**config.mk**
```make
export PLATFORM = sky130hd
export DESIGN_NAME = dropout_sequencer_flat
export DESIGN_NICKNAME = d
export VERILOG_FILES = /design/src/rtl/dropout_sequencer_pkg.sv /design/src/rtl/dropout_sequencer_if.sv /design/src/rtl/dropout_sequencer_lfsr.sv /design/src/rtl/dropout_sequencer.sv /design/src/flat_wrapper.sv
export SDC_FILE = /design/constraint.sdc
export NUM_CORES = 1
export LEC_CHECK = 0
export BUFFER_PORTS_ARGS = -buffer_cell sky130_fd_sc_hd__buf_2
export CORE_UTILIZATION = 30
export DETAILED_ROUTE_END_ITERATION = 8
export PLACE_DENSITY = 0.49
export SYNTH_ARGS = -nofsm -noshare
export SYNTH_HDL_FRONTEND = slang
export SYNTH_SLANG_ARGS = --single-unit
export TNS_END_PERCENT = 20
```
**constraint.sdc**
```tcl
create_clock -name clk -period 2.4 [get_ports clk]
set_input_delay 0.48 -clock clk [delete_from_list [all_inputs] [get_ports clk]]
set_output_delay 0.48 -clock clk [all_outputs]
set_load 0.01 [all_outputs]
```
**src/rtl/dropout_sequencer_pkg.sv**
```systemverilog
// Shared constants, FSM state type and the kept-element rescale helper for
// the dropout stage that sits between dense layer 1 and the next layer.
package nn_parameters;

  localparam int OUT_SIZE_1 = 128;
  localparam int VEC_LEN    = OUT_SIZE_1;
  localparam int DATA_W     = 24;
  localparam int IDX_W      = 7;
  localparam int PROD_W     = 40;

  localparam logic [7:0]  DROP_THRESH  = 8'd51;
  localparam logic [15:0] KEEP_SCALE   = 16'd320;
  localparam logic [15:0] SEED_DEFAULT = 16'hACE1;
  // Feedback taps 16,14,13,11 expressed as bit positions 15,13,12,10.
  localparam logic [15:0] LFSR_TAPS    = 16'hB400;

  localparam logic signed [PROD_W-1:0] SAT_MAX = (PROD_W'(1) <<< (DATA_W - 1)) - PROD_W'(1);
  localparam logic signed [PROD_W-1:0] SAT_MIN = -(PROD_W'(1) <<< (DATA_W - 1));

  typedef enum logic [1:0] {
    S_IDLE  = 2'd0,
    S_RUN   = 2'd1,
    S_DRAIN = 2'd2,
    S_DONE  = 2'd3
  } dropout_seq_state_t;

  // Q8.8 multiply, arithmetic shift (floor) and clamp to the element range.
  function automatic logic [DATA_W-1:0] keep_rescale(input logic signed [DATA_W-1:0] x);
    logic signed [PROD_W-1:0] a;
    logic signed [PROD_W-1:0] k;
    logic signed [PROD_W-1:0] prod;
    logic signed [PROD_W-1:0] shr;
    logic [DATA_W-1:0]        res;
    a    = $signed({{(PROD_W - DATA_W){x[DATA_W-1]}}, x});
    k    = $signed({{(PROD_W - 16){1'b0}}, KEEP_SCALE});
    prod = a * k;
    shr  = prod >>> 8;
    if (shr > SAT_MAX)      res = SAT_MAX[DATA_W-1:0];
    else if (shr < SAT_MIN) res = SAT_MIN[DATA_W-1:0];
    else                    res = shr[DATA_W-1:0];
    return res;
  endfunction

endpackage

```
**src/rtl/dropout_sequencer_if.sv**
```systemverilog
// Control and stream bundle of the dropout sequencer, plus read-only debug
// visibility of FSM state and LFSR contents.
interface dropout_sequencer_if;
  import nn_parameters::*;

  // Both streams: a beat transfers on a clock edge where valid && ready;
  // a producer holding valid keeps its payload stable until that edge.
  logic                 start;
  logic                 train_en;
  logic                 seed_load;
  logic [15:0]          seed;
  logic                 in_valid;
  logic                 in_ready;
  logic [DATA_W-1:0]    in_data;
  logic                 out_valid;
  logic                 out_ready;
  logic [DATA_W-1:0]    out_data;
  logic [IDX_W-1:0]     out_index;
  logic                 out_dropped;
  logic                 busy;
  logic                 done;
  dropout_seq_state_t   dbg_state;
  logic [15:0]          dbg_lfsr;

  modport master (
    output start, train_en, seed_load, seed, in_valid, in_data, out_ready,
    input  in_ready, out_valid, out_data, out_index, out_dropped, busy, done,
           dbg_state, dbg_lfsr
  );

  modport slave (
    input  start, train_en, seed_load, seed, in_valid, in_data, out_ready,
    output in_ready, out_valid, out_data, out_index, out_dropped, busy, done,
           dbg_state, dbg_lfsr
  );

endinterface

```
**src/rtl/dropout_sequencer_lfsr.sv**
```systemverilog
// 16-bit Fibonacci LFSR (left shift, feedback into bit 0) with a load port
// that substitutes the default seed for an all-zero seed.
module dropout_lfsr
  import nn_parameters::*;
(
  input  logic        clk,
  input  logic        rst,
  input  logic        load,
  input  logic [15:0] seed,
  input  logic        adv,
  output logic [15:0] value
);

  logic [15:0] r_lfsr;
  logic        w_fb;

  assign w_fb  = ^(r_lfsr & LFSR_TAPS);
  assign value = r_lfsr;

  // Load wins over advance; zero is a lock-up state so it is never stored.
  always_ff @(posedge clk or negedge rst) begin
    if (!rst) begin
      r_lfsr <= SEED_DEFAULT;
    end else if (load) begin
      r_lfsr <= (seed == 16'd0) ? SEED_DEFAULT : seed;
    end else if (adv) begin
      r_lfsr <= {r_lfsr[14:0], w_fb};
    end
  end

endmodule

```
**src/rtl/dropout_sequencer.sv**
```systemverilog
// Streams one activation vector through dropout: LFSR keep/drop with 1.25x
// rescale in training mode, plain pass-through in inference mode.
module dropout_sequencer
  import nn_parameters::*;
(
  input  logic                clk,
  input  logic                rst,
  dropout_sequencer_if.slave  bus
);

  dropout_seq_state_t r_state;
  dropout_seq_state_t w_state_nxt;

  logic [IDX_W-1:0]  r_count;
  logic              r_mode;
  logic              r_out_valid;
  logic              r_out_dropped;
  logic [DATA_W-1:0] r_out_data;
  logic [IDX_W-1:0]  r_out_index;

  logic              w_in_ready;
  logic              w_in_fire;
  logic              w_out_fire;
  logic              w_last;
  logic              w_idle_start;
  logic              w_lfsr_load;
  logic              w_lfsr_adv;
  logic              w_drop;
  logic [15:0]       w_lfsr;
  logic [DATA_W-1:0] w_elem;

  assign w_last       = (r_count == IDX_W'(VEC_LEN - 1));
  assign w_in_fire    = bus.in_valid && w_in_ready;
  assign w_out_fire   = r_out_valid && bus.out_ready;
  assign w_idle_start = (r_state == S_IDLE) && bus.start;

  always_ff @(posedge clk or negedge rst) begin
    if (!rst) begin
      r_state <= S_IDLE;
    end else begin
      r_state <= w_state_nxt;
    end
  end

  // Single output register: accept whenever it is empty or draining this cycle.
  always_comb begin
    w_state_nxt = r_state;
    w_in_ready  = 1'b0;
    case (r_state)
      S_IDLE: begin
        if (bus.start) w_state_nxt = S_RUN;
      end
      S_RUN: begin
        w_in_ready = !r_out_valid || bus.out_ready;
        if (bus.in_valid && w_in_ready && w_last) w_state_nxt = S_DRAIN;
      end
      S_DRAIN: begin
        if (r_out_valid && bus.out_ready) w_state_nxt = S_DONE;
      end
      S_DONE: begin
        w_state_nxt = S_IDLE;
      end
      default: begin
        w_state_nxt = S_IDLE;
      end
    endcase
  end

  // The decision uses the LFSR value before this element's advance.
  assign w_lfsr_load = (r_state == S_IDLE) && bus.seed_load;
  assign w_lfsr_adv  = w_in_fire && r_mode;
  assign w_drop      = r_mode && (w_lfsr[7:0] < DROP_THRESH);

  always_comb begin
    w_elem = bus.in_data;
    if (r_mode) begin
      w_elem = w_drop ? '0 : keep_rescale($signed(bus.in_data));
    end
  end

  dropout_lfsr u_lfsr (
    .clk   (clk),
    .rst   (rst),
    .load  (w_lfsr_load),
    .seed  (bus.seed),
    .adv   (w_lfsr_adv),
    .value (w_lfsr)
  );

  always_ff @(posedge clk or negedge rst) begin
    if (!rst) begin
      r_count       <= '0;
      r_mode        <= 1'b0;
      r_out_valid   <= 1'b0;
      r_out_dropped <= 1'b0;
      r_out_data    <= '0;
      r_out_index   <= '0;
    end else begin
      if (w_idle_start) begin
        r_mode  <= bus.train_en;
        r_count <= '0;
      end else if (w_in_fire) begin
        r_count <= r_count + 1'b1;
      end

      if (w_in_fire) begin
        r_out_valid   <= 1'b1;
        r_out_data    <= w_elem;
        r_out_index   <= r_count;
        r_out_dropped <= w_drop;
      end else if (w_out_fire) begin
        r_out_valid <= 1'b0;
      end
    end
  end

  assign bus.in_ready    = w_in_ready;
  assign bus.out_valid   = r_out_valid;
  assign bus.out_data    = r_out_data;
  assign bus.out_index   = r_out_index;
  assign bus.out_dropped = r_out_dropped;
  assign bus.busy        = (r_state == S_RUN) || (r_state == S_DRAIN);
  assign bus.done        = (r_state == S_DONE);
  assign bus.dbg_state   = r_state;
  assign bus.dbg_lfsr    = w_lfsr;

endmodule

```
**src/flat_wrapper.sv**
```systemverilog
// flat-port wrapper written by rule: the top's interface ports become plain ports
module dropout_sequencer_flat import nn_parameters::*;
  (clk, rst, bus_start, bus_train_en, bus_seed_load, bus_seed, bus_in_valid, bus_in_data, bus_out_ready, bus_in_ready, bus_out_valid, bus_out_data, bus_out_index, bus_out_dropped, bus_busy, bus_done, bus_dbg_state, bus_dbg_lfsr);
  dropout_sequencer_if bus_i ();
  input  logic clk;
  input  logic rst;
  input wire logic [$bits(bus_i.start)-1:0] bus_start;
  input wire logic [$bits(bus_i.train_en)-1:0] bus_train_en;
  input wire logic [$bits(bus_i.seed_load)-1:0] bus_seed_load;
  input wire logic [$bits(bus_i.seed)-1:0] bus_seed;
  input wire logic [$bits(bus_i.in_valid)-1:0] bus_in_valid;
  input wire logic [$bits(bus_i.in_data)-1:0] bus_in_data;
  input wire logic [$bits(bus_i.out_ready)-1:0] bus_out_ready;
  output wire logic [$bits(bus_i.in_ready)-1:0] bus_in_ready;
  output wire logic [$bits(bus_i.out_valid)-1:0] bus_out_valid;
  output wire logic [$bits(bus_i.out_data)-1:0] bus_out_data;
  output wire logic [$bits(bus_i.out_index)-1:0] bus_out_index;
  output wire logic [$bits(bus_i.out_dropped)-1:0] bus_out_dropped;
  output wire logic [$bits(bus_i.busy)-1:0] bus_busy;
  output wire logic [$bits(bus_i.done)-1:0] bus_done;
  output wire logic [$bits(bus_i.dbg_state)-1:0] bus_dbg_state;
  output wire logic [$bits(bus_i.dbg_lfsr)-1:0] bus_dbg_lfsr;
  assign bus_i.start = bus_start;
  assign bus_i.train_en = bus_train_en;
  assign bus_i.seed_load = bus_seed_load;
  assign bus_i.seed = bus_seed;
  assign bus_i.in_valid = bus_in_valid;
  assign bus_i.in_data = bus_in_data;
  assign bus_i.out_ready = bus_out_ready;
  assign bus_in_ready = bus_i.in_ready;
  assign bus_out_valid = bus_i.out_valid;
  assign bus_out_data = bus_i.out_data;
  assign bus_out_index = bus_i.out_index;
  assign bus_out_dropped = bus_i.out_dropped;
  assign bus_busy = bus_i.busy;
  assign bus_done = bus_i.done;
  assign bus_dbg_state = bus_i.dbg_state;
  assign bus_dbg_lfsr = bus_i.dbg_lfsr;
  dropout_sequencer u_core (.clk(clk), .rst(rst), .bus(bus_i));
endmodule
```
# Yosys cells after proc, flatten, opt, wreduce, memory -nomap -nowiden
# Cells that the tools add are included.
# Widths: inputs -> output; s select.
[classes] add_sub_neg=1 n_mul=1 order_cmp=3 n_eq_ne=7 n_mux=16 reduce_logical=18
[ops] operator="$mux 24" n=4
[ops] operator="$mux 16" n=3
[ops] operator="$mul 24x4->28 const B" n=1
[ops] operator="$gt 26x24->1 const B" n=1
[ops] operator="$lt 26x24->1 const B" n=1
[ops] operator="$logic_not 16->1" n=1
[ops] operator="$reduce_xor 16->1" n=1
[ops] operator="$mux 7" n=2
[ops] operator="$logic_and 1x1->1" n=8
[ops] operator="$lt 8x6->1 const B" n=1
[ops] operator="$pmux 2 s4" n=1
[ops] operator="$add 7x1->7 const B" n=1
[ops] operator="$eq 7x7->1 const B" n=1
[ops] operator="$mux 2" n=3
[ops] operator="$reduce_bool 2->1" n=3
[ops] operator="$eq 2x2->1 const B" n=2
[ops] operator="$ne 2x1->1 const B" n=2
[ops] operator="$mux 1" n=3
[ops] operator="$reduce_and 3->1" n=1
[ops] operator="$eq 2x1->1 const B" n=1
[ops] operator="$logic_not 2->1" n=1
[ops] operator="$logic_or 1x1->1" n=2
[ops] operator="$ne 2x2->1 const B" n=1
[ops] operator="$logic_not 1->1" n=1
[word_totals] register_bits=59 inputBits=47 word_cells=54

# Depth between registers and ports, before layout
[depth] word_depth=7 ltp_mapped=13 depth_no_buf=12

# Hierarchy
# A second synthesis with hierarchy kept.
[hier_totals] cells_unflattened=502 area_unflattened_um2=4708.3
[by_module_without_submodules] mod="dropout_sequencer" instances=1 cells_each=431 area_per_inst_um2=3862.5 seq_area_each_um2=1076.0
[by_module_without_submodules] mod="dropout_lfsr" instances=1 cells_each=71 area_per_inst_um2=845.8 seq_area_each_um2=410.4

# Worst setup path after synthesis
# OpenSTA, ideal clock, no wires.
[synth_timing] path_type="input port to flip-flop" start="in bus_in_data[1]" end="reg u_core.r_out_data[10] (netlist: u_core.bus.out_data[10])" setup_time_ns=0.073 arrival_time_ns=3.188 t_required_ns=2.327 path_slack_ns=-0.861 cell_stages=13 n_path_buf=2 cell_sequence="ha_1 > ha_1 > inv_1 > fa_1 > and2b_4 > o2111ai_2 > a311oi_1 > or4_4 > and2_4 > o311a_1 > buf_4 > buf_6 > a21oi_2"
[synth_via] elab_chain_len=6
[synth_lines] element="start: declaration" line_no="flat_wrapper.sv:12" text="input wire logic [$bits(bus_i.in_data)-1:0] bus_in_data;"
[synth_lines] element="$mul 24x4->28 *" line_no="dropout_sequencer_pkg.sv:36" text="prod = a * k;"
[synth_lines] element="$lt 26x24->1" line_no="dropout_sequencer_pkg.sv:39" text="else if (shr < SAT_MIN) res = SAT_MIN[DATA_W-1:0];"
[synth_lines] element="$mux 24" line_no="dropout_sequencer_pkg.sv:39"
[synth_lines] element="$mux 24 *" line_no="dropout_sequencer_pkg.sv:38" text="if (shr > SAT_MAX) res = SAT_MAX[DATA_W-1:0];"
[synth_lines] element="$mux 24 *" line_no="dropout_sequencer.sv:77" text="w_elem = w_drop ? '0 : keep_rescale($signed(bus.in_data));"
[synth_lines] element="$mux 24 *" line_no="dropout_sequencer.sv:76" text="if (r_mode) begin"
[synth_lines] element="end signal: assignment" line_no="dropout_sequencer.sv:108" text="r_out_data <= w_elem;"
[synth_lines] element="end: declaration" line_no="dropout_sequencer.sv:18" text="logic [DATA_W-1:0] r_out_data;"
# Mark *: on every way between the ends. The rest lies on a longest branch, timed or not.
# A chain may end at the register's enable or synchronous reset.

# Worst setup path after layout
[layout_timing] start="in bus_in_data[2]" end="reg u_core.r_out_data[13] (netlist: u_core.bus.out_data[13])"
# Same word-level chain as after synthesis.

==> metrics.md <==
| Metric | Value |
|---|---|
| Status | `complete, but fails checks` |
| Failing checks | `design-rule violations, negative setup slack` |
| Post-route setup slack | `-0.6102 ns` |
| Pin count of the biggest net entering global routing | `37` |
| Slew @ Worst Pin | `0.5771 ns` |
| Hold Crit Class | `primary input to async pin` |
| Routed Antenna Nets | `0` |
| Cell repeated most along the worst path | `ha_1` |
| Area grow syn2layout | `40.16%` |
| Final hold viol count | `0` |
| Drt pass-1 iters | `9` |
| DIE AREA | `0.01574 mm2` |
| Detailed-route DRC error count | `12` |
| Initial Util | `31.11%` |
| Crit end category | `flip-flop` |
| Slew margin rel. | `61.53%` |
| Tcrit/Tclk final | `125.4%` |
| Root Driver | `clkbuf_16` |
| Initial DRC Count | `197` |
| H-tree depth | `3` |
| Syn Area/Cell | `8.438 um2` |
| P_leak | `3.069 nW` |
| Largest area contributor in the netlist | `dfrtp_1` |
| CTS tree | `done` |
| Yosys reg bits | `59` |
| Final wirelength | `14020 um` |
| Die Y | `125.5 um` |
| Distinct cell type count after synthesis | `61` |
| Yosys Warn Count | `0` |
| Net Count, Synth | `641` |
| GPL Wtd Cong | `0.8917` |
| Port Buffers | `100` |
| CTS clock-pin slew for the worst setup and hold paths | `0.06 ns` |
| Hold_buf cts | `0` |
| Die width | `125.5 um` |
| Row cnt | `44` |
| Pins Over Slew Limit | `0` |
| Fin cells | `913` |
| Crit path DAT | `3.27 ns` |
| Avg WL per Cell | `15.36 um` |
| Count leader, synth | `nand2_1` |
| Post-synthesis cell area | `0.004573 mm2` |
| Routed vias | `4598` |
| RSZ-0062 raised after global routing | `true` |
| Aggregate global-route resource usage | `18.49%` |
| Setup_tns | `-12.86 ns` |
| Top FF cell, synth | `dfrtp_1` |
| WS Path Type | `primary input to flip-flop` |
| Peak VDD IR | `0.5079 mV` |
| Total of max-cap violations | `0` |
| Register area share after synthesis | `32.50%` |
| Startpoint types | `primary input` |
| Grt ovf | `0` |
| Initial antenna violation count | `0` |
| NumNets Final | `823` |
| Biggest cell delay along the critical path | `0.33 ns` |
| Crit-path cells | `buf_2, ha_1, buf_4, ha_1, a211o_1, a21oi_2, a2111oi_2, nor3_1, o31ai_2, a211oi_4, buf_12, nand3_1, a31oi_1` |
| Utilization after layout | `43.61%` |
| Core box area | `0.01470 mm2` |
| Final Skew | `0.009072 ns` |
| Asr flop ratio synth | `100.0%` |
| Final Critical Period | `3.010 ns` |
| Post-synth top cells | `nand2_1, nor2_1, dfrtp_1, ha_1, a21oi_1` |
| Max Clock Freq | `332.2 MHz` |
| Share of cells above drive strength 1 | `35.53%` |
| IO Count | `101` |
| Cts bufs inserted | `9` |
| DP HPWL | `10740 um` |
| Syn Inst Count | `542` |
| Number of flops mapped to enable cells by yosys | `0` |
| Critical path's slowest cell | `nor3_1` |
| Placed cells | `895` |
| First-pass GRT wire length | `23080 um` |
| Maximum clock path buffer count | `2` |
| Top post-synthesis cells by area | `dfrtp_1, ha_1, nand2_1` |
| Vias in the first global route | `4597` |
| Hold_ws | `0.1348 ns` |
| Final setup fails | `24` |
| Required time of the critical path | `2.66 ns` |
| Vias per inst | `5.036` |
| Clock sinks | `59` |
| N_diodes | `0` |
| Pwr/cell area | `989.8 mW/mm2` |
| Crit-path max FO | `17` |
| Synth top area share | `27.91%` |
| Worst-Skew Late Latency | `0.34 ns` |
==> layout make-up <==
cell class / instances / area [um2]
fillers: 1482 / 8289
multi-input cells: 441 / 3020
flip-flops and latches: 59 / 1486
repair buffers: 200 / 1316
clock buffers: 15 / 277.8
well taps: 184 / 230.2
inverters: 13 / 48.80
clock inverters: 1 / 30.03
==> worst max-delay path: cells and delay by family <==
kind            cells  cell delay, ns
buf+inv             3            0.47
compound gates      6            1.26
fa+ha+maj           2            0.62
simple gates        2            0.43
==> path summary, 6_finish.rpt <==
path | from | endpoint | slack (ns) | cells after the start
min in group clk | bus_train_en | u_core.r_mode | 0.35 | 3
max | bus_in_data[2] | u_core.bus.out_data[13] | -0.61 | 13
max in group asynchronous | rst | u_core.bus.out_data[14] | 1.64 | 2
max reg2reg | u_core.u_lfsr.value[0] | u_core.bus.out_data[13] | 0.17 | 8
min reg2reg | u_core.bus.out_index[5] | u_core.bus.out_index[5] | 0.47 | 2
min | rst | u_core.bus.dbg_state[0] | 0.13 | 1
==> logic make-up (layout without fill, tap and decap cells) <==
| group | after synthesis | count (layout) | share of synthesized area [%] |
|---|---|---|---|
| AND/OR/NAND/NOR | 218 | 218 | 22.74 |
| AO/OA/AOI/OAI | 143 | 143 | 20.71 |
| flip-flops | 59 | 59 | 32.50 |
| adder cells (fa/ha/maj) | 52 | 52 | 14.39 |
| buffers and inverters | 42 | 229 | 4.131 |
| XOR/XNOR | 23 | 23 | 4.405 |
| multiplexers | 5 | 5 | 1.122 |
==> what timing repair did <==
| item | 4_1_cts | 5_1_grt |
|---|---|---|
| setup buffers | 1 | 1 |
| setup endpoints to repair | 24 | 24 |
| resized for setup | 20 | 4 |
| gates cloned | 0 | 0 |
| pin swaps | 12 | 4 |
==> metrics by stage <==
step,power (mW),area [um2],setup slack (ns)
floorplan,3.642,4646,-0.6819
global placement,4.833,5989,-0.9894
detailed placement,4.886,5989,-1.096
CTS,6.395,6396,-0.6133
global route,6.812,6410,-0.7473
finish,6.344,6410,-0.6102
==> routing by layer <==
metal / GRT usage [%] / routed length (um) / up-vias
met5: 0 / 0 / -
met4: 6.528 / 258 / 0
met3: 4.022 / 597 / 19
met2: 29.90 / 6517 / 111
met1: 24.23 / 6647 / 2164
li1: - / - / 2304
==> report_power, final <==
part / switching (mW) / internal (mW)
logic: 1.72 / 1.43
clock network: 0.490 / 0.891
registers: 0.330 / 1.48
total: 2.54 / 3.80
==> flip-flops by register name, summed over array words and instances, names as in the netlist <==
register,cells
u_core.bus.out_data,24
u_core.u_lfsr.value,16
u_core.bus.out_index,7
u_core.r_count,7
u_core.bus.dbg_state,2
u_core.bus.out_dropped,1
u_core.bus.out_valid,1
u_core.r_mode,1
==> cells in the final DEF (no fill, tap or decap), types with 3 or more instances in the layout <==
cell type,count
clkbuf_8,3
nand3_1,15
a211oi_1,3
buf_6,4
xor2_1,14
nor3_1,7
o21a_1,8
a31oi_1,18
inv_1,11
dfrtp_1,51
and2_1,6
o22ai_1,4
xnor2_1,9
nor2b_1,16
clkbuf_1,3
clkbuf_16,9
or3_1,3
buf_12,3
buf_4,94
ha_4,3
nand2b_1,10
mux2i_1,4
a21oi_1,40
a21o_1,8
a21oi_2,17
dfstp_2,8
nor4_1,4
nor2_1,55
and4_1,3
o21ai_0,16
ha_1,47
nand4_1,11
buf_2,98
nand2_1,74
and3_1,3
Note: power is estimated with default switching activity, not from simulation.
